--- src/rtl/lsu_pkg.sv ---
// Shared definitions for the memory-stage load/store unit.
// funct3 codes, FSM states and the default watchdog limit.
package lsu_pkg;

  localparam logic [2:0] F3_B  = 3'b000;
  localparam logic [2:0] F3_H  = 3'b001;
  localparam logic [2:0] F3_W  = 3'b010;
  localparam logic [2:0] F3_BU = 3'b100;
  localparam logic [2:0] F3_HU = 3'b101;

  localparam int LSU_TIMEOUT_DEF = 255;

  typedef enum logic [1:0] {
    IDLE = 2'd0,
    BUSY = 2'd1,
    DONE = 2'd2
  } state_e;

endpackage

--- src/rtl/lsu_align.sv ---
// Byte-lane steering for stores and load extraction/extension.
// Purely combinational; funct3 codes outside B/H/BU/HU act as W.
module lsu_align
  import lsu_pkg::*;
(
  input  logic [2:0]  i_funct3,
  input  logic [1:0]  i_addr,
  input  logic [31:0] i_st_data,
  input  logic [31:0] i_rdata,
  output logic [3:0]  o_be,
  output logic [31:0] o_wdata,
  output logic [31:0] o_ld_fmt,
  output logic        o_misaligned
);

  logic        w_b;
  logic        w_h;
  logic        w_sx;
  logic [31:0] w_shift;
  logic [7:0]  w_byte;
  logic [15:0] w_half;

  assign w_b = (i_funct3 == F3_B) | (i_funct3 == F3_BU);
  assign w_h = (i_funct3 == F3_H) | (i_funct3 == F3_HU);
  assign w_sx = ~i_funct3[2];
  assign w_shift = i_rdata >> {i_addr, 3'b000};
  assign w_byte = w_shift[7:0];
  assign w_half = i_addr[1] ? i_rdata[31:16] : i_rdata[15:0];

  always_comb begin
    o_be = 4'b1111;
    o_wdata = i_st_data;
    o_ld_fmt = i_rdata;
    o_misaligned = |i_addr;
    unique case (1'b1)
      w_b: begin
        o_be = 4'b0001 << i_addr;
        o_wdata = {4{i_st_data[7:0]}};
        o_ld_fmt = {{24{w_sx & w_byte[7]}}, w_byte};
        o_misaligned = 1'b0;
      end
      w_h: begin
        o_be = i_addr[1] ? 4'b1100 : 4'b0011;
        o_wdata = {2{i_st_data[15:0]}};
        o_ld_fmt = {{16{w_sx & w_half[15]}}, w_half};
        o_misaligned = i_addr[0];
      end
      default: ;
    endcase
  end

endmodule

--- src/rtl/mem_lsu.sv ---
// Memory-stage load/store unit: req/ack data-memory FSM with stall.
// Define LSU_TIMEOUT_EN to enable the BUSY watchdog and bus_err_o.
module mem_lsu
  import lsu_pkg::*;
#(
  parameter int ADDR_W = 32,
  parameter int TIMEOUT_CYCLES = LSU_TIMEOUT_DEF
) (
  input  logic              clk,
  input  logic              rst,
  input  logic              valid_in,
  input  logic              is_load,
  input  logic              is_store,
  input  logic [2:0]        funct3,
  input  logic [31:0]       alu_out_in,
  input  logic [31:0]       st_data_in,
  output logic [31:0]       alu_out_out,
  output logic [31:0]       ld_data_out,
  output logic              stall_o,
  output logic              misalign_o,
  output logic              dm_req,
  output logic              dm_we,
  output logic [ADDR_W-1:0] dm_addr,
  output logic [3:0]        dm_be,
  output logic [31:0]       dm_wdata,
  input  logic              dm_ack,
  input  logic [31:0]       dm_rdata,
  output logic              bus_err_o
);

  state_e            r_state;
  state_e            w_next;
  logic [ADDR_W-1:0] r_addr;
  logic [2:0]        r_f3;
  logic              r_we;
  logic [3:0]        r_be;
  logic [31:0]       r_wdata;
  logic [31:0]       r_ld;

  logic              w_mem_op;
  logic              w_idle;
  logic              w_issue;
  logic              w_ack;
  logic              w_to;
  logic [2:0]        w_f3;
  logic [1:0]        w_lane;
  logic [3:0]        w_be;
  logic [31:0]       w_wdata;
  logic [31:0]       w_ld_fmt;
  logic              w_mis;

  assign w_mem_op = valid_in & (is_load | is_store);
  assign w_idle = (r_state == IDLE);

  // One aligner: live inputs in IDLE, latched access while BUSY.
  assign w_f3 = w_idle ? funct3 : r_f3;
  assign w_lane = w_idle ? alu_out_in[1:0] : r_addr[1:0];

  lsu_align u_align (
    .i_funct3    (w_f3),
    .i_addr      (w_lane),
    .i_st_data   (st_data_in),
    .i_rdata     (dm_rdata),
    .o_be        (w_be),
    .o_wdata     (w_wdata),
    .o_ld_fmt    (w_ld_fmt),
    .o_misaligned(w_mis)
  );

  assign w_issue = w_idle & w_mem_op & ~w_mis;
  assign w_ack = (r_state == BUSY) & dm_ack;

`ifdef LSU_TIMEOUT_EN
  localparam int CW = $clog2(TIMEOUT_CYCLES + 1);
  logic [CW-1:0] r_cnt;
  logic          r_bus_err;

  assign w_to = (r_state == BUSY) & ~dm_ack &
                (r_cnt == CW'(TIMEOUT_CYCLES - 1));

  always_ff @(posedge clk) begin
    if (rst) begin
      r_cnt <= '0;
      r_bus_err <= 1'b0;
    end else begin
      r_bus_err <= w_to;
      if (w_issue) r_cnt <= '0;
      else if (r_state == BUSY && !dm_ack) r_cnt <= r_cnt + 1'b1;
    end
  end

  assign bus_err_o = r_bus_err;
`else
  logic w_unused_to;
  assign w_unused_to = (TIMEOUT_CYCLES == 0);
  assign w_to = 1'b0;
  assign bus_err_o = 1'b0;
`endif

  always_ff @(posedge clk) begin
    if (rst) begin
      r_state <= IDLE;
      r_addr <= '0;
      r_f3 <= '0;
      r_we <= 1'b0;
      r_be <= '0;
      r_wdata <= '0;
      r_ld <= '0;
    end else begin
      r_state <= w_next;
      if (w_issue) begin
        r_addr <= alu_out_in[ADDR_W-1:0];
        r_f3 <= funct3;
        r_we <= is_store;
        r_be <= w_be;
        r_wdata <= w_wdata;
        r_ld <= '0;
      end
      if (w_ack) r_ld <= r_we ? '0 : w_ld_fmt;
    end
  end

  always_comb begin
    w_next = r_state;
    stall_o = 1'b0;
    dm_req = 1'b0;
    ld_data_out = '0;
    misalign_o = 1'b0;
    unique case (r_state)
      IDLE: begin
        stall_o = w_issue;
        misalign_o = ~rst & w_mem_op & w_mis;
        if (w_issue) w_next = BUSY;
      end
      BUSY: begin
        stall_o = 1'b1;
        dm_req = 1'b1;
        if (dm_ack | w_to) w_next = DONE;
      end
      DONE: begin
        ld_data_out = r_ld;
        w_next = IDLE;
      end
      default: w_next = IDLE;
    endcase
  end

  assign alu_out_out = alu_out_in;
  assign dm_we = r_we;
  assign dm_be = r_be;
  assign dm_wdata = r_wdata;
  assign dm_addr = {r_addr[ADDR_W-1:2], 2'b00};

endmodule

--- config.mk ---
export PLATFORM = sky130hd
export DESIGN_NAME = mem_lsu
export DESIGN_NICKNAME = d
export VERILOG_FILES = /design/src/rtl/lsu_pkg.sv /design/src/rtl/lsu_align.sv /design/src/rtl/mem_lsu.sv
export SDC_FILE = /design/constraint.sdc
export NUM_CORES = 1
export LEC_CHECK = 0
export CAP_MARGIN = 0
export CELL_PAD_IN_SITES_DETAIL_PLACEMENT = 2
export CELL_PAD_IN_SITES_GLOBAL_PLACEMENT = 2
export CORE_UTILIZATION = 23
export DETAILED_ROUTE_END_ITERATION = 8
export MAX_ROUTING_LAYER = met4
export PLACE_DENSITY = 0.88
export RECOVER_POWER = 50
export SYNTH_ARGS = -nofsm -noshare
export SYNTH_HDL_FRONTEND = slang
export SYNTH_SLANG_ARGS = --single-unit
--- constraint.sdc ---
create_clock -name clk -period 3 [get_ports clk]
set_input_delay 0.45 -clock clk [delete_from_list [all_inputs] [get_ports clk]]
set_output_delay 0.45 -clock clk [all_outputs]
set_load 0.05 [all_outputs]
# Yosys cells after proc, flatten, opt, wreduce, memory -nomap -nowiden
# Index checks and enable logic that the tools add are counted.
# word_totals
rom_bits	0
ff_bits	106
memories	0
word_cells	53
ram_bits	0
latchBits	0
output_inout_bits	137
inputBits	105
# op_classes
n_mul	0
mux	18
eq_ne	7
bitwise	14
div	0
shifts	2
n_reduce_logical	5
magnitude_cmp	0
n_addsub	0
# ops
op	n
32-bit 2-to-1 mux	4
32-bit case mux with 2 select lines	2
32-bit by 5-bit right shift with 8-bit output	1
16-bit 2-to-1 mux	1
1-bit AND	8
4-bit case mux with 2 select lines	1
3-bit == test, second input constant	2
2-bit 2-to-1 mux	3
4-bit 2-to-1 mux	1
1-bit case mux with 2 select lines	2
2-bit case mux with 2 select lines	1
1-bit by 2-bit left shift with 4-bit output, first input constant	1
3-bit by 1-bit == test with 1-bit output, second input constant	1
3-bit logical NOT	1
3-bit 2-to-1 mux	1
1-bit inverter	3
1-bit bitwise OR	3
2-bit by 1-bit == test with 1-bit output, second input constant	1
2-bit == test, second input constant	1
2-bit logical NOT	1
1-bit 2-to-1 mux	2
2-bit by 1-bit inequality test with 1-bit output, second input constant	1
2-bit inequality test, second input constant	1
2-bit AND reduction	1
2 further kinds	2

# Logic depth before layout (Yosys ltp)
# depth
depth_word	9
ltp_mapped	10
depth_no_buf	6

# Modules after synthesis
# From an unflattened synthesis, not the netlist that was laid out.
# hier_totals
hier_cells	723
area_unflattened_um2	6258.5
# modules_own_cells
mod	area_per_inst_um2	seq_area_each_um2	cells_each	instances
mem_lsu	5023.6	2122.0	534	1
lsu_align	1234.9	0.0	189	1

# Worst setup path after synthesis
# No wires, ideal clock.
# synth_timing
kind	flip-flop to output port
from	register r_state[0]
to	output stall_o
path_buffers	4
required_ns	2.550
t_arrival_ns	2.461
path_stages_with_launch	10
setup_slack_ns	0.089
path_cell_list	dfxtp_1 > buf_6 > or2_1 > buf_6 > mux2i_1 > buf_1 > a211oi_4 > clkbuf_1 > nor2_1 > nor2_1
# synth_between
elab_chain_cells	8
word_cells_on_any_way	16
classes_between	4 x eq/ne; 4 x mux; 5 x bitwise; 3 x reduce/logical
# synth_rtl
element	line_no	text
from (decl)	mem_lsu.sv:31	state_e r_state;
from (signal assigned)	mem_lsu.sv:110	r_state <= w_next;
2-bit logical NOT	mem_lsu.sv:53, mem_lsu.sv:129	
3-bit 2-to-1 mux	mem_lsu.sv:56	assign w_f3 = w_idle ? funct3 : r_f3;
3-bit by 1-bit == test with 1-bit output (tied with other cells)	lsu_align.sv:24	assign w_h = (i_funct3 == F3_H) | (i_funct3 == F3_HU);
1-bit bitwise OR (on tied branches)	lsu_align.sv:24, lsu_align.sv:23	
1-bit case mux with 2 select lines	lsu_align.sv:35	unique case (1'b1)
1-bit inverter	mem_lsu.sv:70	assign w_issue = w_idle & w_mem_op & ~w_mis;
1-bit AND	mem_lsu.sv:70	
1-bit case mux with 2 select lines *	mem_lsu.sv:129	unique case (r_state)
to (decl)	mem_lsu.sv:19	output logic stall_o,
# Mark *: on every way between the ends. The rest lies on a longest branch, timed or not.

# Final worst setup path
# layout_timing
from	register r_state[1]
to	output stall_o
# Same word-level chain as after synthesis.

==> qor.txt <==
outcome - finished, final reports clean
Final Cycle Share - 92.41%
Crit Path Category - reg -> out
antenna viol nets, final - 0
die height - 157.9 um
fraction of registers with async set/reset - 0%
Switch Pwr - 1483 uW
most frequent cell after synthesis - nand2_1
Residual DRC - 0
min Tclk post-route - 2772 ps
area of the multi-input gates - 2758 um^2
final wirelength - 22800 um
Setup crit end kind - primary output
cell taking the most area after synthesis - dfxtp_1
YS warnings - 0
sequential area share after synthesis - 37.97%
CTS tree - done
Fill cells - 2708
fmax - 360.7 MHz
Max VDD drop - 288.2 uV
Max Clock Skew - 11.09 ps
Post-synth EDFFs - 0
Synth Register Bits - 106
total die area - 24930 um^2
vias in the first global route - 6160
max-cap viol count - 0
layout net count - 963
Worst-Skew Late Latency - 360 ps
Synth top cells by count - nand2_1, dfxtp_1, nor2_1
Fin Setup TNS - 0 ps
R2R Setup Slk - 370 ps
# IOs - 242
vias - 5697
largest net degree at the start of global routing - 96
Post-synth top flop - dfxtp_1
cell row count - 56
Setup violations, final - 0
syn avg cell area - 7.984 um^2
GRT Overall Usage - 18.96%
CTS clock-pin slew for the worst setup and hold paths - 70 ps
Switching Fraction - 36.19%
Mapped Area - 5589 um^2
DR vias/cell - 4.816
CTS sink count - 106
nature of the critical path startpoint - flop
sequential power share - 37.9%
layout cell share with drive strength beyond 1 - 10.66%
CP arrival - 2320 ps
PD cells - 481.7 nW/um^2
relative slew slack - 16.43%
Layout area overhead - 52.23%
hold_buf cts - 0
Synth Instances - 700
Die X - 157.9 um
final hold vios - 0
total area of sequential cells - 2125 um^2
Max clock buf depth - 2
post-synth top area share - 37.97%
max-slew violations - 0
port buffer count - 238
Critical Path Fanout Max - 10
worst hold path class - reg -> reg
clock root buffer master - clkbuf_16
H-Tree Depth - 3
Static Leak - 0.003293 uW
Clk pwr share - 29.9%
Area contributors post-synth - dfxtp_1, buf_4, nand2_1
DRT iter0 DRCs - 303
P_int - 2615 uW
WL/cell - 19.27 um
total grt overflow - 0
Worst Max-Slew Pin Slew - 1254 ps
Final GP Congestion - 0.8559
initial antenna violation count - 1
RSZ-0062 raised after global routing - false
initial core utilization - 23.60%
DPL Wire Length - 17080 um
Num CTS Buffers - 9
distinct cell type count after synthesis - 52
first-pass GRT wire length - 34770 um
Initial DRT Pass Iterations - 4
core area - 23680 um^2
combinational share of power - 32.2%
CP required - 2550 ps
final core occ - 35.93%
[state kept, by name (all words and copies together) (netlist names)]
signal and count:
r_f3 3, dm_be 4, dm_wdata 32, r_ld 32, r_addr 32, r_state 2, dm_we 1
[power groups by stage]
stage	sequential (uW)	combinational [uW]	clock [uW]
detailed placement	1590	1360	0
floorplan	1730	710	0
CTS	1560	1360	1290
global route	1570	1410	1320
finish	1560	1320	1220
global placement	1580	1320	0
[cells by family after synthesis]
kind of cell | share of synthesized area [%]
buffers and inverters | 13.28
muxes | 3.470
DFF | 37.97
other | 0.06709
and+or+nand+nor | 20.78
AOI/OAI and AO/OA | 24.45
[worst max-delay path, stage by stage (launching register included)]
cell and delay, ps:
dfxtp_2 390, or2_1 360, mux2i_1 200, buf_4 220
a211oi_4 340, nor2_1 70, nor2_1 200, buf_12 180
[routing by layer]
metal,part of all wire [%],up-vias,track usage (%)
met5,0,-,-
met4,2.7,0,7.212
met3,7.5,43,5.612
met2,50,191,32.93
met1,40,2756,20.24
li1,-,2707,-
[repair_timing]
item,4_1_cts,5_1_grt
resized for setup,1,2
endpoints found under the setup margin,2,2
setup buffers,1,0
[placed cells by master (no fill, tap or decap), types with 4 or more instances in the layout]
| cell type | count |
|---|---|
| a211oi_1 | 11 |
| a21oi_1 | 59 |
| a221oi_1 | 7 |
| a22o_1 | 5 |
| a22oi_1 | 8 |
| a311oi_1 | 32 |
| and2_0 | 27 |
| and2_1 | 5 |
| and3_1 | 16 |
| buf_12 | 36 |
| buf_4 | 21 |
| clkbuf_16 | 9 |
| clkdlybuf4s50_1 | 113 |
| dfxtp_1 | 104 |
| dlygate4sd3_1 | 90 |
| mux2_2 | 4 |
| mux2i_1 | 12 |
| nand2_1 | 122 |
| nor2_1 | 70 |
| nor3_1 | 5 |
| o21a_1 | 17 |
| o21ai_0 | 16 |
| o22ai_1 | 7 |
| o2bb2ai_1 | 8 |
| o31ai_1 | 4 |
[final timing paths]
check,from,end,cells past startpoint
max reg2reg,r_state[1],r_ld[1],6
min reg2reg,r_addr[13],r_addr[13],2
max,r_state[1],stall_o,7
min,r_addr[13],r_addr[13],2
[through the flow]
stage | hold slack (ps) | cell area [um^2] | std cells | power [uW] | worst slack, ps
2_1_floorplan | 417.8 | 5597 | 702 | 2443 | 88.77
3_3_place_gp | 430.7 | 8203 | 1165 | 2907 | 175.0
3_5_place_dp | 444.3 | 8203 | 1165 | 2949 | 27.32
4_1_cts | 462.6 | 8509 | 1182 | 4210 | 75.66
5_1_grt | 474.5 | 8508 | 1183 | 4304 | 37.27
6_report | 453.5 | 8508 | 1183 | 4099 | 227.6
[area by class of cell]
| cell class | instances | share of cell area (%) |
|---|---|---|
| Tap cell | 319 | 4.691 |
| Timing Repair Buffer | 262 | 34.31 |
| Sequential cell | 106 | 24.97 |
| Multi-Input combinational cell | 476 | 32.41 |
| Clock inverter | 6 | 0.7647 |
| Clock buffer | 10 | 2.691 |
| Inverter | 3 | 0.1324 |
| Antenna cell | 1 | 0.02941 |
Power figures use the tool's default switching activity.
